File: src/rtl/entrada_pkg.sv
// Shared definitions for the switch/pushbutton input front end.
package entrada_pkg;

  localparam int unsigned DATA_W_DEF          = 16;
  localparam int unsigned DEBOUNCE_CYCLES_DEF = 250000;
  localparam int unsigned COUNT_W             = 8;

  // Debounce FSM encodings
  typedef enum logic [1:0] {
    SOLTO       = 2'd0,
    CONF_APERTO = 2'd1,
    APERTO      = 2'd2,
    CONF_SOLTO  = 2'd3
  } estado_t;

  // Debounced key level implied by an FSM state (confirming a release is still pressed)
  function automatic logic nivel_pressionado(input estado_t e);
    return (e == APERTO) || (e == CONF_SOLTO);
  endfunction

endpackage

File: src/rtl/sincronizador_2ff.sv
// Two-flop synchronizer for asynchronous board inputs.
module sincronizador_2ff #(
  parameter int unsigned   W       = 1,
  parameter logic [W-1:0]  RST_VAL = '0
) (
  input  logic         clock,
  input  logic         reset,
  input  logic [W-1:0] d,
  output logic [W-1:0] q
);

  logic [W-1:0] meta;

  always_ff @(posedge clock or negedge reset) begin
    if (!reset) begin
      meta <= RST_VAL;
      q    <= RST_VAL;
    end else begin
      meta <= d;
      q    <= meta;
    end
  end

endmodule

File: src/rtl/entrada_chaves.sv
// Debounced pushbutton capture of the data switches, delivered over valid/ready
// with a single-cycle step pulse per accepted press.
module entrada_chaves
  import entrada_pkg::*;
#(
  parameter int unsigned DATA_W          = DATA_W_DEF,
  parameter int unsigned DEBOUNCE_CYCLES = DEBOUNCE_CYCLES_DEF
) (
  input  logic               clock,
  input  logic               reset,
  input  logic [DATA_W-1:0]  sw,
  input  logic               key_n,
  input  logic               rd_ready,
  output logic [DATA_W-1:0]  rd_data,
  output logic               rd_valid,
  output logic               overrun,
  output logic               step,
  output logic               key_level,
  output logic [COUNT_W-1:0] press_count
);

  localparam int unsigned    CNT_W   = $clog2(DEBOUNCE_CYCLES + 1);
  localparam logic [CNT_W-1:0] CNT_ULT = CNT_W'(DEBOUNCE_CYCLES - 1);

  logic              key_s;
  logic [DATA_W-1:0] sw_s;

  sincronizador_2ff #(
    .W       (1),
    .RST_VAL (1'b1)
  ) u_sinc_key (
    .clock (clock),
    .reset (reset),
    .d     (key_n),
    .q     (key_s)
  );

  sincronizador_2ff #(
    .W       (DATA_W),
    .RST_VAL ({DATA_W{1'b0}})
  ) u_sinc_sw (
    .clock (clock),
    .reset (reset),
    .d     (sw),
    .q     (sw_s)
  );

  estado_t          estado, estado_nxt;
  logic [CNT_W-1:0] cnt, cnt_nxt;
  logic             aceite;

  // Debounce state and stability counter
  always_ff @(posedge clock or negedge reset) begin
    if (!reset) begin
      estado <= SOLTO;
      cnt    <= '0;
    end else begin
      estado <= estado_nxt;
      cnt    <= cnt_nxt;
    end
  end

  // A level change is accepted only after an unbroken run of opposite samples
  always_comb begin
    estado_nxt = estado;
    cnt_nxt    = cnt;
    aceite     = 1'b0;
    case (estado)
      SOLTO: begin
        if (!key_s) begin
          estado_nxt = CONF_APERTO;
          cnt_nxt    = '0;
        end
      end
      CONF_APERTO: begin
        if (key_s) begin
          estado_nxt = SOLTO;
          cnt_nxt    = '0;
        end else if (cnt == CNT_ULT) begin
          estado_nxt = APERTO;
          cnt_nxt    = '0;
          aceite     = 1'b1;
        end else begin
          cnt_nxt = cnt + CNT_W'(1);
        end
      end
      APERTO: begin
        if (key_s) begin
          estado_nxt = CONF_SOLTO;
          cnt_nxt    = '0;
        end
      end
      CONF_SOLTO: begin
        if (!key_s) begin
          estado_nxt = APERTO;
          cnt_nxt    = '0;
        end else if (cnt == CNT_ULT) begin
          estado_nxt = SOLTO;
          cnt_nxt    = '0;
        end else begin
          cnt_nxt = cnt + CNT_W'(1);
        end
      end
      default: begin
        estado_nxt = SOLTO;
        cnt_nxt    = '0;
      end
    endcase
  end

  // Capture register, handshake and press bookkeeping
  always_ff @(posedge clock or negedge reset) begin
    if (!reset) begin
      rd_data     <= '0;
      rd_valid    <= 1'b0;
      overrun     <= 1'b0;
      step        <= 1'b0;
      key_level   <= 1'b0;
      press_count <= '0;
    end else begin
      step      <= aceite;
      key_level <= nivel_pressionado(estado_nxt);
      if (aceite) begin
        press_count <= press_count + COUNT_W'(1);
      end
      if (aceite && (!rd_valid || rd_ready)) begin
        rd_data  <= sw_s;
        rd_valid <= 1'b1;
        overrun  <= 1'b0;
      end else if (aceite) begin
        overrun <= 1'b1;
      end else if (rd_valid && rd_ready) begin
        rd_valid <= 1'b0;
        overrun  <= 1'b0;
      end
    end
  end

endmodule
File: config.mk
export PLATFORM = sky130hd
export DESIGN_NAME = entrada_chaves
export DESIGN_NICKNAME = d
export VERILOG_FILES = /design/src/rtl/entrada_pkg.sv /design/src/rtl/sincronizador_2ff.sv /design/src/rtl/entrada_chaves.sv
export SDC_FILE = /design/constraint.sdc
export NUM_CORES = 1
export LEC_CHECK = 0
export ABC_AREA = 1
export CORE_MARGIN = 1
export CORE_UTILIZATION = 35
export DETAILED_ROUTE_END_ITERATION = 6
export SYNTH_ARGS = -nofsm -noshare
export SYNTH_HDL_FRONTEND = slang
export SYNTH_SLANG_ARGS = --single-unit
export TNS_END_PERCENT = 10
File: constraint.sdc
create_clock -name clock -period 2.6 [get_ports clock]
set_input_delay 0.26 -clock clock [delete_from_list [all_inputs] [get_ports clock]]
set_output_delay 0.26 -clock clock [all_outputs]
set_load 0.02 [all_outputs]
==> metrics <==
Final min period 1.883 ns; Starting Density 0.3680; fillcell total 941; CORE AREA 9371 µm²; sequential share of the synthesized area 0.5958; Final Hold Viols 0; I/O pin count 48; first-pass GRT wire length 12030 µm; CTS clock-pin slew for the worst setup and hold paths 0.09 ns; port bufs 47; Cells after Synth 355; most common cell after layout, fill and taps aside nand2_1; CTS Buf Count 9; Sw Pwr 0.5719 mW; most frequent cells in the layout 110 x nand2_1, 80 x dfrtp_1, 46 x clkdlybuf4s50_1, 32 x nand4_1, 27 x inv_1; R2R depth 7; Seq pwr share 0.579; Root Buffer clkbuf_8; Congestion Overflow GR 0; max_slew headroom 0.3258; CTS tree built; WP buf/inv 0; 1st-iter DRT viols 128; post-cts resize count 0; R2R Path End key_level; average routed wire per standard cell 13.10 µm; gr usage total 0.1527; CP arrival 2.16 ns; Antenna Nets Post-Route 0; antenna cells 0; design area 4242 µm²; M1 wire length 3359 µm; CP max stage delay 0.55 ns; worst r2r src cnt[0]; RSZ-0062 raised after global routing false; total setup buffers inserted after CTS 0; CP Cell Sequence ha_1, nand2_1, nor2_2, nand3_2, nor3_4, nor2_1, a21oi_1; DRT Wirelength 7140 µm; vias in the first global route 2491; initial antenna violation count 0; # rows 35; Setup WS pre-CTS 0.7074 ns; met3 wire len 357 µm; family with the most delay on the worst path simple AND/OR/NAND/NOR gates; Worst Tran Pin Value 1.011 ns; Clock Latency Late Sink 0.36 ns; Layout Area Growth over Synthesis 23.00%; maximum capacitance violations 0; Max Fanout on Critical Path 19; #FFs+latches synth 82; Achievable Freq 0.5310 GHz; pin count of the biggest net entering global routing 83; Post-Syn Area per Cell 9.714 µm²; Yosys warning count 0; via/cell ratio 4.862; # H-tree levels 3; critical setup path kind register to register; Worst Hold Class primary input to asynchronous set/reset pin; Net Count, Synth 377; startpoint types register; Final Skew 0.01360 ns; final worst slack 0.7169 ns; Internal 1.705 mW; worst vdd ir 0.0003050 V; Fin Setup TNS 0 ns; worst path required time 2.88 ns; Lkg Pwr 1.920 nW; crit share post-route 0.7243; HPWL after DPL 4880 µm; First-pass DRT Iterations 4; clock share of power 0.381; Worst R2R Setup Slack 0.72 ns; setup violators final 0; die area 10250 µm²; Max Root-Sink Buffers 2; CTS Sinks 82; chip width 101.3 µm; synth unique cells 30; share of cells above drive strength 1 0.09615; vias post-DR 2650; Placed Area 4056 µm²; Critical Path Sink Type register; switching share of power 0.2512; Slew Limit Fails 0; Post-Syn Area 3448 µm²; Fin Hold WS 0.07154 ns; combinational power share 0.039; run status complete, no violations; cts hold-fix bufs 0; Residual DRC 0; CP max stage cell nor3_4; Final Net Count 433; Top Layer Used met4; RD Place Congestion 0.8828; routed wire length on met2 3349 µm; power per cell area 536.8 nW/µm²; WP depth 7; Die Ht 101.3 µm
## power by group through the flow
stage	Sequential, mW	Clock [mW]	Combinational (mW)
global placement	1.34	0	0.0909
finish	1.32	0.868	0.0898
floorplan	1.34	0	0.0253
CTS	1.32	0.894	0.0925
global route	1.32	0.948	0.102
detailed placement	1.34	0	0.0925
## final cells by class
cell class                      instances  area, µm²  area share
Sequential cell                        82       2054      0.4844
Multi-Input combinational cell        238       1237      0.2917
Timing Repair Buffer                   50      490.5      0.1156
Tap cell                              129      161.4     0.03805
Clock buffer                            9      123.9     0.02920
Inverter                               30      112.6     0.02655
Clock inverter                          7      61.31     0.01445
## worst max path at each step
stage	from	to	slack [ns]
6_report	cnt[0]	key_level	0.72
5_1_grt	cnt[0]	key_level	0.47
4_1_cts	cnt[0]	rd_data[2]	0.69
3_5_place_dp	cnt[0]	rd_data[2]	0.71
3_3_place_gp	cnt[0]	estado[1]	0.78
2_1_floorplan	cnt[0]	rd_data[10]	1.03
## metal layers
metal	track usage	vias up
met5	0	-
met4	0.04905	0
met3	0.03589	7
met2	0.2308	76
met1	0.2174	1291
li1	-	1276
## cells by family after synthesis
logic type	Yosys count	share of synthesized area
compound gates	22	0.03411
xor+xnor	13	0.03302
fa+ha+maj	2	0.007256
buf+inv	35	0.04536
flops	82	0.5958
simple gates	201	0.2845
## worst register-to-register path, stage by stage (launching register included)
cell and delay (ns):
dfrtp_1 0.39, ha_1 0.22, nand2_1 0.08, nor2_2 0.16, nand3_2 0.15, nor3_4 0.55
nor2_1 0.12, a21oi_1 0.15
## Yosys cell counts (all sizes together)
cell,instances,share of area
o21ai,14,0.020
a21oi,3,0.0044
inv,30,0.033
a31oi,1,0.0018
nand3b,2,0.0080
o22ai,3,0.0054
dfrtp,80,0.58
nand4,33,0.064
buf,5,0.013
nor3,6,0.015
dfstp,2,0.015
ha,2,0.0073
xnor2,1,0.0025
nand2,111,0.12
nand3,19,0.029
o21bai,1,0.0022
nor2,30,0.047
xor2,12,0.030
## registers in the layout, summed over array words and instances (netlist names), 2 cells and up
name	cells
u_sinc_sw.meta	16
estado	2
cnt	18
u_sinc_sw.q	16
rd_data	16
press_count	8
## through the flow
step	instances	util	total power [mW]
floorplan	355	-	1.369
global placement	529	0.4328	1.435
detailed placement	529	0.4328	1.437
CTS	545	0.4526	2.306
global route	545	0.4526	2.373
finish	545	0.4526	2.277
Note: power is estimated with default switching activity, not from simulation.
